## src/rtl/uart_wb_master_if.sv

```systemverilog
// UART byte stream and classic Wishbone master signals bundled for the uart_wb_master bridge.
// The master modport is the bridge side; the slave modport is the UART cores / interconnect side.
interface uart_wb_master_if #(
  parameter int unsigned AW = 16,
  parameter int unsigned DW = 32
) ();
  logic [7:0]    rx_data;
  logic          rx_valid;
  logic [7:0]    tx_data;
  logic          tx_valid;
  logic          tx_ready;
  logic          wb_cyc_o;
  logic          wb_stb_o;
  logic          wb_we_o;
  logic [AW-1:0] wb_adr_o;
  logic [DW-1:0] wb_dat_o;
  logic [DW/8-1:0] wb_sel_o;
  logic [DW-1:0] wb_dat_i;
  logic          wb_ack_i;
  logic          wb_err_i;

  modport master (
    input  rx_data, rx_valid, tx_ready, wb_dat_i, wb_ack_i, wb_err_i,
    output tx_data, tx_valid, wb_cyc_o, wb_stb_o, wb_we_o, wb_adr_o, wb_dat_o, wb_sel_o
  );

  modport slave (
    output rx_data, rx_valid, tx_ready, wb_dat_i, wb_ack_i, wb_err_i,
    input  tx_data, tx_valid, wb_cyc_o, wb_stb_o, wb_we_o, wb_adr_o, wb_dat_o, wb_sel_o
  );
endinterface

```

## src/rtl/uart_wb_master.sv

```systemverilog
// UART-to-Wishbone master: assembles command frames from RX bytes, runs one classic Wishbone
// cycle with ack/err/timeout handling and returns a status byte plus read data over TX.
module uart_wb_master #(
  parameter int unsigned AW      = 16,
  parameter int unsigned DW      = 32,
  parameter int unsigned TIMEOUT = 255
) (
  input  logic             clk,
  input  logic             rst,
  uart_wb_master_if.master bus_if,
  output logic             busy,
  output logic             rx_overrun
);
  localparam int unsigned AB       = AW / 8;
  localparam int unsigned DB       = DW / 8;
  localparam logic [1:0]  AddrLast = 2'(AB - 1);
  localparam logic [1:0]  DataLast = 2'(DB - 1);
  localparam logic [15:0] TmoLast  = 16'(TIMEOUT - 1);

  localparam logic [2:0] StIdle     = 3'd0;
  localparam logic [2:0] StAddr     = 3'd1;
  localparam logic [2:0] StData     = 3'd2;
  localparam logic [2:0] StWb       = 3'd3;
  localparam logic [2:0] StRespSt   = 3'd4;
  localparam logic [2:0] StRespData = 3'd5;

  logic [2:0]    state_q, state_d;
  logic [1:0]    cnt_q, cnt_d;
  logic [15:0]   tmo_q, tmo_d;
  logic [AW-1:0] adr_q, adr_d;
  logic [DW-1:0] dat_q, dat_d;
  logic [DW-1:0] rdat_q, rdat_d;
  logic [7:0]    status_q, status_d;
  logic [7:0]    tx_data_q, tx_data_d;
  logic          tx_valid_q, tx_valid_d;
  logic          we_q, we_d;
  logic          cyc_q, cyc_d;
  logic          busy_q, busy_d;
  logic          overrun_q, overrun_d;
  logic          tx_done;

  assign tx_done = tx_valid_q && bus_if.tx_ready;

  always_comb begin
    state_d    = state_q;
    cnt_d      = cnt_q;
    tmo_d      = tmo_q;
    adr_d      = adr_q;
    dat_d      = dat_q;
    rdat_d     = rdat_q;
    status_d   = status_q;
    tx_data_d  = tx_data_q;
    tx_valid_d = tx_valid_q;
    we_d       = we_q;
    cyc_d      = cyc_q;
    overrun_d  = overrun_q;

    unique case (state_q)
      StIdle: begin
        if (bus_if.rx_valid) begin
          overrun_d = 1'b0;
          unique case (bus_if.rx_data[1:0])
            2'd0: begin
            end
            2'd1, 2'd2: begin
              state_d = StAddr;
              we_d    = (bus_if.rx_data[1:0] == 2'd1);
              cnt_d   = 2'd0;
            end
            default: begin
              state_d    = StRespSt;
              status_d   = 8'h03;
              tx_data_d  = 8'h03;
              tx_valid_d = 1'b1;
            end
          endcase
        end
      end
      StAddr: begin
        if (bus_if.rx_valid) begin
          adr_d = (adr_q << 8) | AW'(bus_if.rx_data);
          cnt_d = cnt_q + 2'd1;
          if (cnt_q == AddrLast) begin
            cnt_d = 2'd0;
            if (we_q) begin
              state_d = StData;
            end else begin
              state_d = StWb;
              cyc_d   = 1'b1;
              tmo_d   = 16'd0;
            end
          end
        end
      end
      StData: begin
        if (bus_if.rx_valid) begin
          dat_d = (dat_q << 8) | DW'(bus_if.rx_data);
          cnt_d = cnt_q + 2'd1;
          if (cnt_q == DataLast) begin
            cnt_d   = 2'd0;
            state_d = StWb;
            cyc_d   = 1'b1;
            tmo_d   = 16'd0;
          end
        end
      end
      StWb: begin
        tmo_d = tmo_q + 16'd1;
        // err takes priority over a simultaneous ack
        if (bus_if.wb_err_i) begin
          status_d = 8'h01;
        end else if (bus_if.wb_ack_i) begin
          status_d = 8'h00;
          if (!we_q) rdat_d = bus_if.wb_dat_i;
        end else if (tmo_q == TmoLast) begin
          status_d = 8'h02;
        end
        if (bus_if.wb_err_i || bus_if.wb_ack_i || (tmo_q == TmoLast)) begin
          state_d    = StRespSt;
          cyc_d      = 1'b0;
          tx_valid_d = 1'b1;
          tx_data_d  = status_d;
        end
      end
      StRespSt: begin
        if (tx_done) begin
          if (!we_q && (status_q == 8'h00)) begin
            state_d   = StRespData;
            cnt_d     = 2'd0;
            tx_data_d = rdat_q[DW-1 -: 8];
            rdat_d    = rdat_q << 8;
          end else begin
            state_d    = StIdle;
            tx_valid_d = 1'b0;
          end
        end
      end
      StRespData: begin
        if (tx_done) begin
          if (cnt_q == DataLast) begin
            state_d    = StIdle;
            tx_valid_d = 1'b0;
          end else begin
            cnt_d     = cnt_q + 2'd1;
            tx_data_d = rdat_q[DW-1 -: 8];
            rdat_d    = rdat_q << 8;
          end
        end
      end
      default: begin
        state_d    = StIdle;
        cyc_d      = 1'b0;
        tx_valid_d = 1'b0;
      end
    endcase

    if (bus_if.rx_valid &&
        ((state_q == StWb) || (state_q == StRespSt) || (state_q == StRespData))) begin
      overrun_d = 1'b1;
    end

    busy_d = (state_d != StIdle);
  end

  always_ff @(posedge clk or negedge rst) begin
    if (!rst) begin
      state_q    <= StIdle;
      cnt_q      <= 2'd0;
      tmo_q      <= 16'd0;
      adr_q      <= '0;
      dat_q      <= '0;
      rdat_q     <= '0;
      status_q   <= 8'h00;
      tx_data_q  <= 8'h00;
      tx_valid_q <= 1'b0;
      we_q       <= 1'b0;
      cyc_q      <= 1'b0;
      busy_q     <= 1'b0;
      overrun_q  <= 1'b0;
    end else begin
      state_q    <= state_d;
      cnt_q      <= cnt_d;
      tmo_q      <= tmo_d;
      adr_q      <= adr_d;
      dat_q      <= dat_d;
      rdat_q     <= rdat_d;
      status_q   <= status_d;
      tx_data_q  <= tx_data_d;
      tx_valid_q <= tx_valid_d;
      we_q       <= we_d;
      cyc_q      <= cyc_d;
      busy_q     <= busy_d;
      overrun_q  <= overrun_d;
    end
  end

  assign bus_if.tx_data  = tx_data_q;
  assign bus_if.tx_valid = tx_valid_q;
  assign bus_if.wb_cyc_o = cyc_q;
  assign bus_if.wb_stb_o = cyc_q;
  assign bus_if.wb_we_o  = we_q;
  assign bus_if.wb_adr_o = adr_q;
  assign bus_if.wb_dat_o = dat_q;
  assign bus_if.wb_sel_o = {DB{cyc_q}};
  assign busy            = busy_q;
  assign rx_overrun      = overrun_q;
endmodule

```

## src/flat_wrapper.sv

```systemverilog
// flat-port wrapper written by rule: the top's interface ports become plain ports
module uart_wb_master_flat 
#(
  parameter int unsigned AW      = 16,
  parameter int unsigned DW      = 32,
  parameter int unsigned TIMEOUT = 255
)
  (clk, rst, busy, rx_overrun, bus_if_rx_data, bus_if_rx_valid, bus_if_tx_ready, bus_if_wb_dat_i, bus_if_wb_ack_i, bus_if_wb_err_i, bus_if_tx_data, bus_if_tx_valid, bus_if_wb_cyc_o, bus_if_wb_stb_o, bus_if_wb_we_o, bus_if_wb_adr_o, bus_if_wb_dat_o, bus_if_wb_sel_o);
  uart_wb_master_if #(.AW(AW), .DW(DW)) bus_if_i ();
  input  logic clk;
  input  logic rst;
  output logic busy;
  output logic rx_overrun;
  input wire logic [$bits(bus_if_i.rx_data)-1:0] bus_if_rx_data;
  input wire logic [$bits(bus_if_i.rx_valid)-1:0] bus_if_rx_valid;
  input wire logic [$bits(bus_if_i.tx_ready)-1:0] bus_if_tx_ready;
  input wire logic [$bits(bus_if_i.wb_dat_i)-1:0] bus_if_wb_dat_i;
  input wire logic [$bits(bus_if_i.wb_ack_i)-1:0] bus_if_wb_ack_i;
  input wire logic [$bits(bus_if_i.wb_err_i)-1:0] bus_if_wb_err_i;
  output wire logic [$bits(bus_if_i.tx_data)-1:0] bus_if_tx_data;
  output wire logic [$bits(bus_if_i.tx_valid)-1:0] bus_if_tx_valid;
  output wire logic [$bits(bus_if_i.wb_cyc_o)-1:0] bus_if_wb_cyc_o;
  output wire logic [$bits(bus_if_i.wb_stb_o)-1:0] bus_if_wb_stb_o;
  output wire logic [$bits(bus_if_i.wb_we_o)-1:0] bus_if_wb_we_o;
  output wire logic [$bits(bus_if_i.wb_adr_o)-1:0] bus_if_wb_adr_o;
  output wire logic [$bits(bus_if_i.wb_dat_o)-1:0] bus_if_wb_dat_o;
  output wire logic [$bits(bus_if_i.wb_sel_o)-1:0] bus_if_wb_sel_o;
  assign bus_if_i.rx_data = bus_if_rx_data;
  assign bus_if_i.rx_valid = bus_if_rx_valid;
  assign bus_if_i.tx_ready = bus_if_tx_ready;
  assign bus_if_i.wb_dat_i = bus_if_wb_dat_i;
  assign bus_if_i.wb_ack_i = bus_if_wb_ack_i;
  assign bus_if_i.wb_err_i = bus_if_wb_err_i;
  assign bus_if_tx_data = bus_if_i.tx_data;
  assign bus_if_tx_valid = bus_if_i.tx_valid;
  assign bus_if_wb_cyc_o = bus_if_i.wb_cyc_o;
  assign bus_if_wb_stb_o = bus_if_i.wb_stb_o;
  assign bus_if_wb_we_o = bus_if_i.wb_we_o;
  assign bus_if_wb_adr_o = bus_if_i.wb_adr_o;
  assign bus_if_wb_dat_o = bus_if_i.wb_dat_o;
  assign bus_if_wb_sel_o = bus_if_i.wb_sel_o;
  uart_wb_master #(.AW(AW), .DW(DW), .TIMEOUT(TIMEOUT)) u_core (.clk(clk), .rst(rst), .bus_if(bus_if_i), .busy(busy), .rx_overrun(rx_overrun));
endmodule
```

## config.mk

```make
export PLATFORM = sky130hd
export DESIGN_NAME = uart_wb_master_flat
export DESIGN_NICKNAME = d
export VERILOG_FILES = /design/src/rtl/uart_wb_master_if.sv /design/src/rtl/uart_wb_master.sv /design/src/flat_wrapper.sv
export SDC_FILE = /design/constraint.sdc
export NUM_CORES = 1
export LEC_CHECK = 0
export BUFFER_PORTS_ARGS = -buffer_cell sky130_fd_sc_hd__buf_4
export CELL_PAD_IN_SITES_DETAIL_PLACEMENT = 1
export CELL_PAD_IN_SITES_GLOBAL_PLACEMENT = 1
export CORE_UTILIZATION = 39
export CTS_CLUSTER_SIZE = 40
export DETAILED_ROUTE_END_ITERATION = 16
export PLACE_DENSITY = 0.82
export SLEW_MARGIN = 10
export SYNTH_ARGS = -nofsm -noshare
export SYNTH_HDL_FRONTEND = slang
export SYNTH_SLANG_ARGS = --single-unit
export TNS_END_PERCENT = 50
```

## constraint.sdc

```tcl
create_clock -name clk -period 2 [get_ports clk]
set_input_delay 0.6 -clock clk [delete_from_list [all_inputs] [get_ports clk]]
set_output_delay 0.6 -clock clk [all_outputs]
set_load 0.02 [all_outputs]
```

==> metrics.md, run 1 <==
| Metric | Value |
|---|---|
| Total number of vias | 4716 |
| CTS buffer count | 17 |
| Pwr per Cell Area | 1450 nW/um^2 |
| Final Hold Fails | 0 |
| Outcome | finished, violations left |
| Crit share post-route | 1.02 |
| Fin area | 7840 sq um |
| Power, Total | 11.4 mW |
| Fill cells | 1458 |
| Worst endpoint data arrival time | 2320 ps |
| Cell Area, Synth | 5670 sq um |
| N_diodes | 0 |
| Mapped Nets | 569 |
| Global-route wire length before repair | 27100 um |
| Register-to-Register Path Depth | 7 |
| Height of the die | 123 um |
| Row count | 43 |
| Critical path endpoint category | flop |
| Peak Freq | 490 MHz |
| Clk pin slew, worst setup/hold paths | 60 ps |
| Ratio of cells with drive above 1 in the final layout | 0.427 |
| Slew @ Worst Pin | 594 ps |
| Total iterations of the first detailed-routing run | 4 |
| Placed Instance Area | 6960 sq um |
| Die W | 123 um |
| CP Max Fanout | 6 |
| Post-synthesis sequential area ratio | 0.539 |
| Leakage power total | 3.78 nW |
| Vias in the first global route | 5060 |
| Clock period minus worst slack | 2040 ps |
| GP Congestion | 0.820 |
| Clock tree root buffer cell | clkbuf_16 |
| Drc violations | 0 |
| Vias per std cell | 5.43 |
| IO buf count | 111 |
| H-tree levels | 4 |
| Synthesized area per cell | 11.0 sq um |
| Routed Antenna Nets | 0 |
| Die ar. | 15000 sq um |
| WL per Instance | 20.6 um |
| CTS tree | done |
| Worst vdd ir | 0.785 mV |
| Starting density of the core | 0.404 |
| Area share of the largest cell type after synthesis | 0.539 |
| Total length of routed wires | 17800 um |
| Failing checks | setup timing |
| Seq. cell area | 3060 sq um |
| Largest cells by area after synthesis | dfrtp_1, mux2_2, mux2i_1 |
| Slew HR | 0.603 |
| R2r startpoint | u_core.status_q[5] |
| Slew Limit Fails | 0 |
| Final setup fails | 11 |
| Crit path launch | u_core.status_q[5] |
| Worst Setup EP | u_core.rdat_q[29] |
| #FFs+latches synth | 122 |
| YS warnings | 0 |
| Initial antenna violation count | 0 |
| Setup TNS | -179 ps |
| FF-to-FF End | u_core.rdat_q[29] |
| Startpoint Class | flop |
| Worst-case clock buffer depth | 2 |
| Sinks on Clock Net | 122 |
| Gr ovfl total | 0 |
| Post-synth EDFFs | 0 |
| Worst-Skew Late Latency | 420 ps |
| Final nets | 729 |
| Async SR Flop Fraction | 1.00 |
| Largest net degree at the start of global routing | 45 |
| DR iter-0 viols | 267 |
| I/O pins | 112 |
| Clk_skew | 14.0 ps |
| RSZ-0062 raised after global routing | yes |
| R2R Setup Slk | -40 ps |
| Worst Slack Setup Final | -42.2 ps |
| Post-synth top area cell | dfrtp_1 |
| Main synth FF type | dfrtp_1 |
| Mapped Cells | 515 |
| DP HPWL | 10900 um |
| Synth-to-Final Area Change | 38.3% |
| Total global-route track usage | 0.239 |
| Synth cell types | 49 |
| Kind of critical path | flop to flop |
| Critical path data required time | 2280 ps |
| Core Box Area | 14000 sq um |
| Multi-input logic area | 2650 sq um |
| Max Cap Viol | 0 |
| Hold crit path type | primary input to async pin |
==> how the worst min path moves through the flow <==
stage | to | start | cells past startpoint
after floorplan | u_core.bus_if.tx_data[0] | rst | 0
after global placement | u_core.rdat_q[8] | u_core.rdat_q[8] | 2
after detailed placement | u_core.status_q[2] | u_core.status_q[2] | 1
after CTS | u_core.status_q[0] | rst | 1
after global routing | u_core.status_q[0] | rst | 1
final | u_core.status_q[0] | rst | 1
==> registers in the layout, summed over array words and instances, names as in the netlist, 2 cells and up <==
name                    count
u_core.bus_if.tx_data       8
u_core.bus_if.wb_adr_o     16
u_core.bus_if.wb_dat_o     32
u_core.cnt_q                2
u_core.rdat_q              32
u_core.state_q              3
u_core.status_q             8
u_core.tmo_q               16
==> synth_stat cells (2+ instances only) <==
cell type / instances
or3_1: 6
nor2_1: 16
inv_1: 16
dfrtp_1: 122
nand2b_1: 6
buf_2: 9
nor3_1: 6
mux2_2: 47
nand3_1: 16
nand4_1: 6
a31oi_1: 9
or4_4: 2
mux2_1: 2
ha_1: 8
nand2_1: 66
mux2i_1: 33
clkbuf_1: 15
o21ai_0: 55
or4_1: 3
nor2b_1: 10
o22ai_1: 2
nand3b_1: 2
o211ai_1: 2
buf_4: 7
and3_1: 4
o2bb2ai_1: 2
nor4_1: 3
o21bai_1: 3
o21ai_1: 9
a21oi_1: 9
==> through the flow <==
| stage | utilization | instances | setup WS (ps) | hold slack, ps |
|---|---|---|---|---|
| 2_1_floorplan | - | 515 | 0.726 | 304 |
| 3_3_place_gp | 0.495 | 817 | -126 | 462 |
| 3_5_place_dp | 0.495 | 817 | -235 | 478 |
| 4_1_cts | 0.547 | 859 | -120 | 114 |
| 5_1_grt | 0.558 | 868 | -91.3 | 130 |
| 6_report | 0.558 | 868 | -42.2 | 112 |
==> per-layer routing <==
layer  GRT usage  up-vias  wire (um)
li1            -     2149          -
met2       0.433      111       9520
met1       0.272     2418       7150
met3      0.0539       38        585
met5           0        -          0
met4      0.0884        0        579
==> cell usage in the layout (no fill, tap or decap), types with 3 or more instances in the layout <==
cell type and count:
nand2b_1 5, nor2_1 13, buf_4 158, o21ai_1 19
nor3_1 6, and3_1 4, o21ai_0 41, a31oi_1 9
or3_1 4, nand2_1 55, clkinv_2 3, nor2b_1 10
dfrtp_1 120, ha_1 7, inv_6 7, mux2i_1 31
o21bai_1 3, a21oi_1 9, nand4_1 6, a21oi_4 7
nand3_1 16, buf_6 3, o21ai_2 4, clkbuf_16 17
or4_4 4, clkinvlp_4 4, inv_1 16, buf_12 4
mux2_2 47, nand2_2 10
==> power by group <==
group | internal, mW | switching (mW)
combinational | 2.16 | 2.61
sequential | 3.20 | 0.589
clock | 1.60 | 1.24
==> final cells by class <==
cell class,instances,area share
clock inverters,15,0.0147
well taps,180,0.0287
repair buffers,166,0.168
flip-flops and latches,122,0.390
multi-input cells,352,0.337
inverters,16,0.00766
clock buffers,17,0.0543
==> worst max-delay path, cell delays in order (launching register included) <==
cell,delay [ps]
dfrtp_1,380
or4_4,580
o41ai_4,220
buf_4,190
buf_4,150
a21oi_4,100
nand2_1,150
o21ai_1,110
==> what timing repair did <==
action	4_1_cts	5_1_grt
setup buffers	6	7
gates cloned	4	2
setup endpoints to repair	43	89
endpoints found under the hold margin	0	0
pin swaps	36	26
hold buffers	0	0
gates resized for setup	33	25
==> cell families (layout without fill, tap and decap cells) <==
family                     Yosys count  count (layout)  share of synthesized area
AOI/OAI and AO/OA                   99             105                      0.105
muxes                               83              83                      0.158
xor gates and xnor gates             1               1                    0.00155
buffers and inverters               47             214                     0.0377
and+or+nand+nor                    155             155                      0.142
DFF                                122             122                      0.539
adders and majority gates            8               8                     0.0177
Power figures use the tool's default switching activity.
==> run 2, diff against run 1 <==
--- a/config.mk
+++ b/config.mk
@@ -8,7 +8,9 @@
 export BUFFER_PORTS_ARGS = -buffer_cell sky130_fd_sc_hd__buf_4
 export CELL_PAD_IN_SITES_DETAIL_PLACEMENT = 1
 export CELL_PAD_IN_SITES_GLOBAL_PLACEMENT = 1
+export CORE_ASPECT_RATIO = 0.8
 export CORE_UTILIZATION = 39
+export CTS_BUF_LIST = sky130_fd_sc_hd__clkbuf_16
 export CTS_CLUSTER_SIZE = 40
 export DETAILED_ROUTE_END_ITERATION = 16
 export PLACE_DENSITY = 0.82
==> metrics.md, run 2 (synthesis results as in run 1) <==
| Metric | Value |
|---|---|
| Starting density of the core | 0.398 (-0.00585) |
| Total iterations of the first detailed-routing run | 4 (unchanged) |
| Failing checks | setup timing |
| Met1 WL | 7410 um (+3.6%) |
| Critical path endpoint category | flop |
| Clk_skew | 8.26 ps (-5.70 ps) |
| Met2 wire len | 9550 um (+0.34%) |
| Seq. cell area | 3050 sq um (about the same) |
| CTS buffer count | 17 (unchanged) |
| Sinks on Clock Net | 122 (unchanged) |
| Crit path launch | u_core.status_q[5] |
| Clock period minus worst slack | 2100 ps (+53.5 ps) |
| Switching part of the total | 0.390 (+0.00128) |
| Worst Hold Slack | 188 ps (+75.5 ps) |
| Clk pin slew, worst setup/hold paths | 60 ps (about the same) |
| Core Box Area | 14200 sq um (+1.5%) |
| Row count | 39 (-9.3%) |
| Height of the die | 110 um (-10%) |
| Crit share post-route | 1.05 (+0.0268) |
| Vias in the first global route | 4952 (-2.1%) |
| Total length of routed wires | 18400 um (+2.9%) |
| Sw power | 4.53 mW (+2.3%) |
| CTS tree | done |
| Gate power share | 0.412 (-0.006) |
| Final Non-Filler Cells | 859 (-1.0%) |
| R2R Setup Slk | -100 ps (-50 ps) |
| Synth-to-Final Area Change | 38.8% |
| H-tree levels | 4 (unchanged) |
| Largest net degree at the start of global routing | 64 (+42%) |
| Initial antenna violation count | 0 (unchanged) |
| Worst Slack Setup Final | -95.7 ps (-53.5 ps) |
| Drc violations | 0 (unchanged) |
| Leakage power total | 3.81 nW (+0.73%) |
| Slew @ Worst Pin | 589 ps (-4.36 ps) |
| DR WL met3 | 749 um (+28%) |
| Register-to-Register Path Depth | 7 (unchanged) |
| Total global-route track usage | 0.233 (-0.00572) |
| Final setup fails | 27 (+16) |
| Kind of critical path | flop to flop |
| Clock tree root buffer cell | clkbuf_16 |
| FF-to-FF End | u_core.rdat_q[9] |
| Slew Limit Fails | 0 (unchanged) |
| Startpoint Class | flop |
| Sequential share of power | 0.330 (-0.002) |
| Cells after DPL | 816 (-0.12%) |
| Worst-case clock buffer depth | 2 (unchanged) |
| Critical path data required time | 2330 ps (+50 ps) |
| IO buf count | 111 (unchanged) |
| Slew HR | 0.606 (+0.00282) |
| Clock power frac | 0.258 (+0.009) |
| Commonest cells after routing, fill and taps aside | buf_4, dfrtp_1, nand2_1, mux2_2, o21ai_0 |
| Total number of vias | 4769 (+1.1%) |
| Global-route wire length before repair | 26100 um (-3.6%) |
| CP Max Fanout | 12 (+6) |
| Peak Freq | 477 MHz (-2.6%) |
| I/O pins | 112 (unchanged) |
| Final Hold Fails | 0 (unchanged) |
| WL per Instance | 21.4 um (+4.0%) |
| RSZ-0062 raised after global routing | yes |
| Internal power | 7.08 mW (+1.8%) |
| Ratio of cells with drive above 1 in the final layout | 0.433 (+0.00527) |
| Worst-Skew Late Latency | 430 ps (about the same) |
| Pwr per Cell Area | 1480 nW/um^2 (+1.6%) |
| Die W | 137 um (+12%) |
| GP Congestion | 0.851 (+3.8%) |
| Routed Antenna Nets | 0 (unchanged) |
| Fin area | 7870 sq um (+0.35%) |
| Gr ovfl total | 0 (unchanged) |
| Outcome | finished, violations left |
| Multi-input logic area | 2600 sq um (-1.8%) |
| Most common cell after layout, fill and taps aside | buf_4 |
| Worst vdd ir | 0.780 mV (-0.64%) |
| Max Cap Viol | 0 (unchanged) |
| Placed Instance Area | 6940 sq um (-0.22%) |
| Worst endpoint data arrival time | 2430 ps (+110 ps) |
| DR iter-0 viols | 252 (-5.6%) |
| Hold crit path type | primary input to async pin |
| Fill cells | 1506 (+3.3%) |
| Setup TNS | -1280 ps (-1110 ps) |
| R2r startpoint | u_core.status_q[5] |
| N_diodes | 0 (unchanged) |
| Die ar. | 15000 sq um (about the same) |
| Max Used Layer | met4 |
| Vias per std cell | 5.55 (+2.2%) |
| Final nets | 716 (-1.8%) |
| DP HPWL | 10400 um (-4.1%) |
[run 2: cell count changes in the layout (fill, tap and decap cells not counted), sizes merged]
cell | previous run | this run
clkinv | 4 | 5
bufinv | 0 | 1
a21oi | 16 | 10
clkinvlp | 4 | 3
clkbuf | 17 | 18
inv | 23 | 22
buf | 166 | 158
[run 2: area by class of cell]
| cell class | instances | share of cell area |
|---|---|---|
| clock inverters | 15 | 0.0181 |
| multi-input cells | 346 | 0.330 |
| clock buffers | 17 | 0.0541 |
| repair buffers | 159 | 0.173 |
| inverters | 16 | 0.00763 |
| well taps | 184 | 0.0293 |
| flip-flops and latches | 122 | 0.388 |
[run 2: power groups by stage]
stage	Clock [mW]	Combinational [mW]	Sequential (mW)
2_1_floorplan	0	2.08	4.10
3_3_place_gp	0	3.90	3.68
3_5_place_dp	0	4.09	3.74
4_1_cts	2.99	4.37	3.74
5_1_grt	3.14	5.07	3.92
6_report	2.99	4.78	3.84
[run 2: how the worst max path moves through the flow]
| stage | end | slack (ps) | depth (start not counted) |
|---|---|---|---|
| 4_1_cts | u_core.cnt_q[0] | -80 | 6 |
| 3_3_place_gp | u_core.busy | -80 | 8 |
| 3_5_place_dp | u_core.busy | -160 | 8 |
| 6_report | u_core.rdat_q[9] | -100 | 7 |
| 5_1_grt | u_core.rdat_q[9] | -140 | 7 |
| 2_1_floorplan | u_core.rdat_q[25] | 0.7 | 8 |
[run 2: what timing repair did]
| item | in CTS | in global routing |
|---|---|---|
| endpoints found under the setup margin | 35 | 51 |
| gates cloned | 3 | 2 |
| gates resized for setup | 37 | 35 |
| hold buffers | 0 | 0 |
| buffers inserted | 2 | 4 |
| pin swaps | 8 | 10 |
[run 2: stage by stage]
| stage | worst slack (ps) | power [mW] | util |
|---|---|---|---|
| after CTS | -79.4 | 11.1 | 0.539 |
| after global routing | -143 | 12.1 | 0.552 |
| after detailed placement | -155 | 7.83 | 0.487 |
| after global placement | -82.6 | 7.58 | 0.487 |
| final | -95.7 | 11.6 | 0.552 |
| after floorplan | 0.726 | 6.18 | - |
[run 2: worst max-delay path: stages (launching register included)]
cell	delay [ps]
dfrtp_1	380
or4_4	590
o41ai_4	250
buf_6	180
a21oi_4	70
buf_12	180
buf_6	150
o21ai_1	190
[run 2: metal layers]
layer / GRT usage / vias to the layer above
met3: 0.0604 / 50
li1: - / 2122
met4: 0.0981 / 0
met5: 0 / -
met1: 0.276 / 2468
met2: 0.403 / 129
